--- config.mk ---
export PLATFORM = sky130hd
export DESIGN_NAME = power_k_shift_pipe
export DESIGN_NICKNAME = d
export VERILOG_FILES = /design/src/rtl/power_k_pkg.sv /design/src/rtl/power_k_stage.sv /design/src/rtl/power_k_shift_pipe.sv
export SDC_FILE = /design/constraint.sdc
export NUM_CORES = 1
export LEC_CHECK = 0
export ABC_AREA = 0
export CAP_MARGIN = 20
export CELL_PAD_IN_SITES_DETAIL_PLACEMENT = 1
export CELL_PAD_IN_SITES_GLOBAL_PLACEMENT = 1
export CORE_ASPECT_RATIO = 0.7
export CORE_MARGIN = 2
export CORE_UTILIZATION = 48
export DETAILED_ROUTE_END_ITERATION = 16
export DONT_BUFFER_PORTS = 1
export PLACE_DENSITY = 0.89
export SLEW_MARGIN = 25
export SYNTH_ARGS = -nofsm -noshare
export SYNTH_HDL_FRONTEND = slang
export SYNTH_SLANG_ARGS = --single-unit
--- constraint.sdc ---
create_clock -name clk -period 2.35 [get_ports clk]
set_input_delay 0 -clock clk [delete_from_list [all_inputs] [get_ports clk]]
set_output_delay 0 -clock clk [all_outputs]
set_load 0.02 [all_outputs]
--- src/rtl/power_k_pkg.sv ---
// Shared mode encodings and helpers for the two-stage power-of-two shift pipeline.
package power_k_pkg;

    typedef enum logic [1:0] {
        SHL_U = 2'b00,
        SHR_L = 2'b01,
        SHR_A = 2'b10,
        SHL_S = 2'b11
    } mode_e;

    // Modes that sign-extend the operand before shifting.
    function automatic logic is_sign_ext(input mode_e mode);
        return (mode == SHR_A) || (mode == SHL_S);
    endfunction

endpackage

--- src/rtl/power_k_stage.sv ---
// One registered partial shifter: shifts by the K bits selected by SHIFT_MASK,
// ORs in upstream overflow, and carries MODE/K forward with valid/ready handshaking.
module power_k_stage
    import power_k_pkg::*;
#(
    parameter int              OW         = 32,
    parameter int              KW         = 4,
    parameter logic [KW-1:0]   SHIFT_MASK = '1
) (
    input  logic          clk,
    input  logic          rst,
    input  logic          i_valid,
    output logic          o_ready,
    input  logic [OW-1:0] i_data,
    input  logic          i_ovf,
    input  mode_e         i_mode,
    input  logic [KW-1:0] i_k,
    output logic          o_valid,
    input  logic          i_ready,
    output logic [OW-1:0] o_data,
    output logic          o_ovf,
    output mode_e         o_mode,
    output logic [KW-1:0] o_k
);
    // Headroom so every bit pushed past the result width is still visible for overflow.
    localparam int EW = OW + (1 << KW);

    logic          w_advance;
    logic [KW-1:0] w_shamt;
    logic [EW-1:0] w_wide;
    logic [OW-1:0] w_res;
    logic          w_ovf;

    logic          r_valid;
    logic [OW-1:0] r_data;
    logic          r_ovf;
    mode_e         r_mode;
    logic [KW-1:0] r_k;

    assign w_shamt   = i_k & SHIFT_MASK;
    assign w_advance = !r_valid || i_ready;
    assign o_ready   = w_advance;

    // NOTE: every variable gets a default first so no path through the case infers a latch.
    always_comb begin
        w_wide = '0;
        w_res  = '0;
        w_ovf  = 1'b0;
        case (i_mode)
            SHL_U: begin
                w_wide = EW'(i_data) << w_shamt;
                w_res  = w_wide[OW-1:0];
                w_ovf  = |w_wide[EW-1:OW];
            end
            SHL_S: begin
                w_wide = EW'($signed(i_data)) << w_shamt;
                w_res  = w_wide[OW-1:0];
                w_ovf  = (w_wide[EW-1:OW-1] != {(EW-OW+1){i_data[OW-1]}});
            end
            SHR_L:   w_res = i_data >> w_shamt;
            SHR_A:   w_res = OW'($signed(i_data) >>> w_shamt);
            default: w_res = '0;
        endcase
    end

    // NOTE: non-blocking assignments so all stage registers update from pre-edge values.
    always_ff @(posedge clk) begin
        if (rst) begin
            r_valid <= 1'b0;
            r_data  <= '0;
            r_ovf   <= 1'b0;
            r_mode  <= SHL_U;
            r_k     <= '0;
        end else if (w_advance) begin
            r_valid <= i_valid;
            if (i_valid) begin
                r_data <= w_res;
                r_ovf  <= i_ovf | w_ovf;
                r_mode <= i_mode;
                r_k    <= i_k;
            end
        end
    end

    assign o_valid = r_valid;
    assign o_data  = r_data;
    assign o_ovf   = r_ovf;
    assign o_mode  = r_mode;
    assign o_k     = r_k;

endmodule

--- src/rtl/power_k_shift_pipe.sv ---
// Two-stage shifter by 2^K: stage 1 handles the low half of K, stage 2 the rest,
// with overflow accumulated across stages and elastic valid/ready flow control.
module power_k_shift_pipe
    import power_k_pkg::*;
#(
    parameter int WIDTH      = 16,
    parameter int ROUN_WIDTH = 0,
    parameter int LOG2_WIDTH = 4
) (
    input  logic                        clk,
    input  logic                        rst,
    input  logic                        in_valid,
    output logic                        in_ready,
    input  logic [WIDTH+ROUN_WIDTH-1:0] IN,
    input  logic [LOG2_WIDTH-1:0]       K,
    input  logic [1:0]                  MODE,
    output logic                        out_valid,
    input  logic                        out_ready,
    output logic [2*WIDTH-1:0]          OUT_2K,
    output logic                        OVF
);
    localparam int IW        = WIDTH + ROUN_WIDTH;
    localparam int OW        = 2 * WIDTH;
    localparam int K_LO_BITS = LOG2_WIDTH / 2;
    localparam logic [LOG2_WIDTH-1:0] LO_MASK = LOG2_WIDTH'((1 << K_LO_BITS) - 1);
    localparam logic [LOG2_WIDTH-1:0] HI_MASK = ~LO_MASK;

    mode_e                 w_mode;
    logic [OW-1:0]         w_ext;
    logic                  w_trunc_ovf;
    logic                  w_s1_valid;
    logic                  w_s2_ready;
    logic [OW-1:0]         w_s1_data;
    logic                  w_s1_ovf;
    mode_e                 w_s1_mode;
    logic [LOG2_WIDTH-1:0] w_s1_k;
    mode_e                 w_s2_mode;
    logic [LOG2_WIDTH-1:0] w_s2_k;
    logic                  w_unused_s2;

    assign w_mode = mode_e'(MODE);
    assign w_ext  = is_sign_ext(w_mode) ? OW'($signed(IN)) : OW'(IN);

    // Input bits that do not fit the result width are already lost for left shifts.
    generate
        if (IW > OW) begin : g_trunc
            assign w_trunc_ovf = (w_mode == SHL_U) ? |IN[IW-1:OW] :
                                 (w_mode == SHL_S) ? (IN[IW-1:OW-1] != {(IW-OW+1){IN[IW-1]}}) :
                                 1'b0;
        end else begin : g_no_trunc
            assign w_trunc_ovf = 1'b0;
        end
    endgenerate

    power_k_stage #(
        .OW         (OW),
        .KW         (LOG2_WIDTH),
        .SHIFT_MASK (LO_MASK)
    ) u_stage1 (
        .clk     (clk),
        .rst     (rst),
        .i_valid (in_valid),
        .o_ready (in_ready),
        .i_data  (w_ext),
        .i_ovf   (w_trunc_ovf),
        .i_mode  (w_mode),
        .i_k     (K),
        .o_valid (w_s1_valid),
        .i_ready (w_s2_ready),
        .o_data  (w_s1_data),
        .o_ovf   (w_s1_ovf),
        .o_mode  (w_s1_mode),
        .o_k     (w_s1_k)
    );

    power_k_stage #(
        .OW         (OW),
        .KW         (LOG2_WIDTH),
        .SHIFT_MASK (HI_MASK)
    ) u_stage2 (
        .clk     (clk),
        .rst     (rst),
        .i_valid (w_s1_valid),
        .o_ready (w_s2_ready),
        .i_data  (w_s1_data),
        .i_ovf   (w_s1_ovf),
        .i_mode  (w_s1_mode),
        .i_k     (w_s1_k),
        .o_valid (out_valid),
        .i_ready (out_ready),
        .o_data  (OUT_2K),
        .o_ovf   (OVF),
        .o_mode  (w_s2_mode),
        .o_k     (w_s2_k)
    );

    assign w_unused_s2 = ^{w_s2_mode, w_s2_k};

endmodule

==> impl_metrics.csv, run 1 <==
group,metric,value,unit
clock_network,clockBufferDepth,2,
yosys,synth_top_area_share,0.278,
layout,fin_cells,663,
yosys,synth_mux_area_frac,0.185,
yosys,synth.area.top_cells,"dfxtp_1 (28%), mux2i_1 (13%), a211oi_1 (6.8%), nor2_1 (5.7%), nor3_1 (4.4%)",
global_route,grt_overflow,0,
detailed_routing,wire_per_inst,22.8,um
yosys,synth-main-ff-cell,"dfxtp_1",
yosys,synth-async-reset-ratio,0,
power,power_leakage,1.90,nW
floorplan,core_area,0.00914,mm2
flow_run,cap_viol_max_count,0,
timing,fin_hold_ws,0.0261,ns
detailed_routing,viasPerCell,6.74,
global_route,grt_antenna_before_repair,0,
floorplan,die_area,0.0103,mm2
clock_network,clockRootBuffer,"clkbuf_16",
placed_design,port_buffers,0,
timing,layout_setup_ws,0.210,ns
yosys,synth_warnings,0,
yosys,syn_nets,584,
timing,fmax,467,MHz
detailed_routing,drt_pass1_iterations,5,
detailed_routing,drc,0,
placed_design,dp_hpwl,10.1,mm
timing,finalCriticalPeriod,2.14,ns
power,totalPowerFinal,3.47,mW
global_route,grt_max_degree,64,
global_route,grt_pass1_vias,4610,
yosys,synthCells,548,
timing,slew_headroom,0.514,
layout,area_growth,9.92,%
clock_network,cts_buffers,9,
yosys,syn_area,0.00454,mm2
placed_design,globalplace.congestion,0.946,
status,status,"finished, final reports clean",
layout,fillerInstances,1106,
clock_network,cts_resized,0,
yosys,synth_cell_types,58,
timing,finalMaxSlewViolations,0,
floorplan,die-height,85.4,um
timing,hold_viol_final,0,
yosys,ys_ff_latch,63,
floorplan,start_util,0.497,
global_route,grt_pass1_wl,24.7,mm
power,power.density,694,mW/mm2
yosys,synth_compound_gate_area_share,0.236,
floorplan,std_cell_rows,29,
detailed_routing,totalWireLength,15.1,mm
detailed_routing,ant_nets,0,
layout,insertedDiodeCount,0,
placed_design,place_ws,0.312,ns
layout,final_cell_mix,"nor2_1 (69), dfxtp_1 (62), mux2i_1 (57)",
yosys,syn_avg_cell_area,8.29,um2
timing,tightestPinTransition,0.728,ns
yosys,synth_fa_ha_area_frac,0.0275,
placed_design,dpl-instance-area,0.00453,mm2
setup_path,crit_arrival,2.35,ns
layout,layout_commonest_cell,"nor2_1",
setup_path,end_kind,"flip-flop",
yosys,synth_seq_area_share,0.278,
power,ir_worst_vdd,378,uV
setup_path,worstSetupPathType,"reg2reg",
timing,rsz0062_at_grt,"false",
layout,nets,570,
clock_network,cts_tree,"built",
yosys,synth-edff-count,0,
yosys,synth_xor_area_frac,0.00193,
setup_path,crit_fanout,11,
yosys,synth_top_family_by_area,"compound AO/OA/AOI/OAI gates",
clock_network,clock_latency,0.34,ns
worst_hold_path,hold_path.class,"in2reg",
layout,drive_gt1_frac,0.102,
clock_network,cts_htree_levels,3,
placed_design,dp_cells,637,
setup_path,cp_data_required_time,2.56,ns
yosys,yosys.area_share.simple,0.184,
floorplan,ios,61,
layout,final_util,0.546,
clock_network,cts.sinks,63,
setup_path,startpoint_type,"flip-flop",
detailed_routing,vias,4466,
timing,final.setup.tns,0,ns
layout,final_area,0.00499,mm2
timing,finalClockSkew,0.00597,ns
yosys,yosys.area.top_type,"dfxtp_1",
timing,fin_crit_sh,0.911,
global_route,grtUsageTotal,0.306,
floorplan,die_x,120,um
detailed_routing,first_iter_violations,455,
clock_network,clk_pin_slew_worst_paths,0.05,ns
timing,setup_violations,0,
==> metal layers <==
| layer | vias to the layer above | GRT usage | share of wire |
|---|---|---|---|
| li1 | 2019 | - | - |
| met2 | 222 | 0.473 | 0.45 |
| met1 | 2181 | 0.404 | 0.43 |
| met4 | 0 | 0.114 | 0.025 |
| met3 | 44 | 0.0927 | 0.093 |
| met5 | - | 0 | 0 |
==> worst paths after layout <==
kind / start / to / slack (ns) / cells after the start
setup / recovery: u_stage1.o_mode[1]$_SDFFE_PP0P_ / u_stage2.o_data[19]$_SDFFE_PP0P_ / 0.21 / 7
hold / removal: rst / u_stage1.o_data[0]$_SDFFE_PP0P_ / 0.03 / 2
setup reg to reg: u_stage1.o_mode[1]$_SDFFE_PP0P_ / u_stage2.o_data[19]$_SDFFE_PP0P_ / 0.21 / 7
hold reg to reg: u_stage1.o_ovf$_SDFFE_PP0P_ / u_stage1.o_ovf$_SDFFE_PP0P_ / 0.47 / 2
==> state kept, by name (all words and copies together), names as in the netlist <==
register / count
u_stage1.o_data: 23
u_stage1.o_k: 2
u_stage1.o_mode: 2
u_stage1.o_ovf: 1
u_stage1.o_valid: 1
u_stage2.o_data: 32
u_stage2.o_ovf: 1
u_stage2.o_valid: 1
==> power by group <==
group | switching (mW) | internal, mW
clock network | 0.469 | 1.04
logic | 0.389 | 0.277
registers | 0.143 | 1.14
total | 1.00 | 2.47
==> Yosys cell counts (all sizes together), types with 5 or more instances <==
cell	count
nand3	5
nor2	70
mux2i	57
nor3	40
o22ai	28
ha	10
inv	18
dfxtp	63
a211oi	41
o21ai	9
nand2	30
a221oi	8
clkbuf	17
buf	38
mux4	11
a2111oi	5
nand2b	9
a21oi	31
==> timing repair <==
action | 4_1_cts | 5_1_grt
hold buffers | 10 | 0
setup buffers | 0 | 0
endpoints found under the hold margin | 63 | 0
==> critical path: stages (launching register included) <==
cell,delay (ns)
dfxtp_1,0.38
inv_1,0.11
ha_1,0.31
o21ai_1,0.33
buf_4,0.25
nor2_1,0.12
a2111oi_2,0.40
nor3_1,0.10
==> cell type report <==
cell class                      count  area, um2  share of cell area
Clock inverter                      2       60.1              0.0120
Clock buffer                       14        284              0.0569
Timing Repair Buffer               30        280              0.0561
Sequential cell                    63       1260               0.253
Multi-Input combinational cell    412       2880               0.577
Tap cell                          124        155              0.0311
Inverter                           18       67.6              0.0135
==> cell families after synthesis <==
| kind of cell | count (synthesis) |
|---|---|
| adders and majority gates | 10 |
| buffers and inverters | 73 |
| and+or+nand+nor | 179 |
| muxes | 69 |
| DFF | 63 |
| AOI/OAI and AO/OA | 153 |
| xor gates and xnor gates | 1 |
Power figures use the tool's default switching activity.
==> inputs of run 2 (changes only) <==
- BUFFER_PORTS_ARGS: unset -> -buffer_cell sky130_fd_sc_hd__buf_2
- CORE_UTILIZATION: 48 -> 44
- DONT_BUFFER_PORTS: 1 -> unset
- PLACE_DENSITY: 0.89 -> 0.9
==> impl_metrics.csv, run 2 (synthesized netlist as in run 1, its figures left out) <==
group,metric,value,unit
layout,drive_gt1_frac,0.189,
layout,fillerInstances,1199,
floorplan,ios,61,
worst_hold_path,min_from,"out_ready",
timing,hold_viol_final,0,
layout,nets,625,
setup_path,startpoint_type,"flip-flop",
layout,final_cell_mix,"nor2_1 (69), dfxtp_1 (62), buf_2 (60)",
clock_network,postCtsSetupBuffers,0,
clock_network,cts.sinks,63,
timing,finalMaxSlewViolations,0,
setup_path,r2r_slack,0.14,ns
status,status,"finished, final reports clean",
power,power.density,629,mW/mm2
setup_path,path_cells,"inv_1 -> ha_1 -> o21ba_2 -> a221oi_1 -> a2111oi_0",
global_route,grt_pass1_vias,4603,
clock_network,clockBufferDepth,2,
floorplan,die-height,89.0,um
placed_design,dp_hpwl,10.6,mm
detailed_routing,totalWireLength,15.1,mm
worst_hold_path,hold_path.class,"in2reg",
timing,finalCriticalPeriod,2.21,ns
detailed_routing,drt_pass1_iterations,4,
power,ir_worst_vdd,392,uV
placed_design,globalplace.congestion,0.872,
setup_path,r2r-end,"u_stage2.o_data[1]$_SDFFE_PP0P_",
setup_path,max_stage_delay,0.61,ns
global_route,grt_pass1_wl,24.8,mm
placed_design,place_ws,0.182,ns
layout,largest_reg_flops,32,
timing,fmax,453,MHz
layout,multiInputGateArea,0.00288,mm2
clock_network,cts_resized,0,
setup_path,cp_data_required_time,2.53,ns
detailed_routing,ant_nets,0,
floorplan,die_area,0.0112,mm2
detailed_routing,wire_per_inst,20.9,um
setup_path,slowest_stage,"o21ba_2",
clock_network,clk_pin_slew_worst_paths,0.06,ns
setup_path,worst-path-buf-inv,1,
layout,layout_commonest_cell,"nor2_1",
setup_path,r2r-start,"u_stage1.o_mode[1]$_SDFFE_PP0P_",
setup_path,crit_fanout,18,
floorplan,die_x,125,um
timing,layout_setup_ws,0.144,ns
layout,final_util,0.525,
global_route,grt_overflow,0,
global_route,grt_max_degree,64,
setup_path,cp_top_family,"compound AO/OA/AOI/OAI gates",
timing,rsz0062_at_grt,"false",
floorplan,std_cell_rows,30,
setup_path,end_kind,"flip-flop",
clock_network,clock_latency,0.34,ns
clock_network,clockRootBuffer,"clkbuf_16",
layout,layout.area.seq,0.00126,mm2
timing,fin_crit_sh,0.939,
worst_hold_path,hold_depth,3,
clock_network,cts_hold_buf,6,
global_route,grt_antenna_before_repair,0,
timing,final.setup.tns,0,ns
placed_design,port_buffers,60,
global_route,grtUsageTotal,0.278,
timing,finalClockSkew,0.00717,ns
power,power_leakage,2.12,nW
timing,tightestPinTransition,0.698,ns
setup_path,worstSetupPathType,"reg2reg",
clock_network,cts_htree_levels,3,
layout,insertedDiodeCount,0,
clock_network,cts_tree,"built",
worst_hold_path,hold_end,"u_stage2.o_valid$_SDFFE_PP0P_",
floorplan,start_util,0.460,
detailed_routing,viasPerCell,6.34,
setup_path,r2r_cells,5,
clock_network,cts_buffers,9,
detailed_routing,first_iter_violations,291,
floorplan,core_area,0.00987,mm2
timing,setup_violations,0,
setup_path,crit_arrival,2.39,ns
flow_run,cap_viol_max_count,0,
detailed_routing,vias,4574,
timing,slew_headroom,0.535,
timing,fin_hold_ws,0.00968,ns
layout,area_growth,14.0,%
detailed_routing,drc,0,
-- run 2: cell count changes in the layout (fill, tap and decap cells not counted), sizes merged --
cell | previous run | this run
bufinv | 2 | 0
clkbuf | 14 | 13
dlygate4sd3 | 9 | 6
clkinv | 0 | 2
buf | 21 | 79
clkinvlp | 0 | 1
-- run 2: worst register-to-register path: cells and delay by family (launching register included) --
kind | cells | cell delay, ns
buf+inv | 1 | 0.11
flops | 1 | 0.38
fa+ha+maj | 1 | 0.32
compound gates | 3 | 1.25
-- run 2: final cells by class --
class	count	area share
Clock inverter	3	0.00338
Clock buffer	13	0.0503
Tap cell	128	0.0309
Timing Repair Buffer	85	0.102
Inverter	18	0.0130
Multi-Input combinational cell	412	0.557
Sequential cell	63	0.244
-- run 2: power by group --
part / internal [mW] / switching (mW) / total [mW]
logic: 0.307 / 0.490 / 0.797
registers: 1.14 / 0.0818 / 1.23
clock network: 0.767 / 0.468 / 1.23
-- run 2: routing by layer --
metal / global-route usage / up-vias / share of wire
met5: 0 / - / 0
met4: 0.0788 / 0 / 0.018
met3: 0.0754 / 35 / 0.071
met2: 0.464 / 173 / 0.47
met1: 0.360 / 2241 / 0.44
li1: - / 2125 / -
-- run 2: how the worst max path moves through the flow --
stage               slack, ns  cells after the start                             from                               end
CTS                      0.18                      5  u_stage1.o_mode[0]$_SDFFE_PP0P_   u_stage2.o_data[1]$_SDFFE_PP0P_
finish                   0.14                      5  u_stage1.o_mode[1]$_SDFFE_PP0P_   u_stage2.o_data[1]$_SDFFE_PP0P_
detailed placement       0.18                      5  u_stage1.o_mode[0]$_SDFFE_PP0P_   u_stage2.o_data[1]$_SDFFE_PP0P_
floorplan                0.59                      8  u_stage1.o_mode[0]$_SDFFE_PP0P_  u_stage2.o_data[10]$_SDFFE_PP0P_
global placement         0.45                      6  u_stage1.o_mode[0]$_SDFFE_PP0P_  u_stage2.o_data[31]$_SDFFE_PP0P_
global route             0.01                      5  u_stage1.o_mode[0]$_SDFFE_PP0P_   u_stage2.o_data[1]$_SDFFE_PP0P_
-- run 2: per-stage QoR --
step	power, mW	cell area [um2]	cells
after floorplan	1.78	4540	548
after global placement	1.98	4840	700
after detailed placement	2.02	4840	700
after CTS	3.26	5180	722
after global routing	3.40	5180	722
final	3.26	5180	722
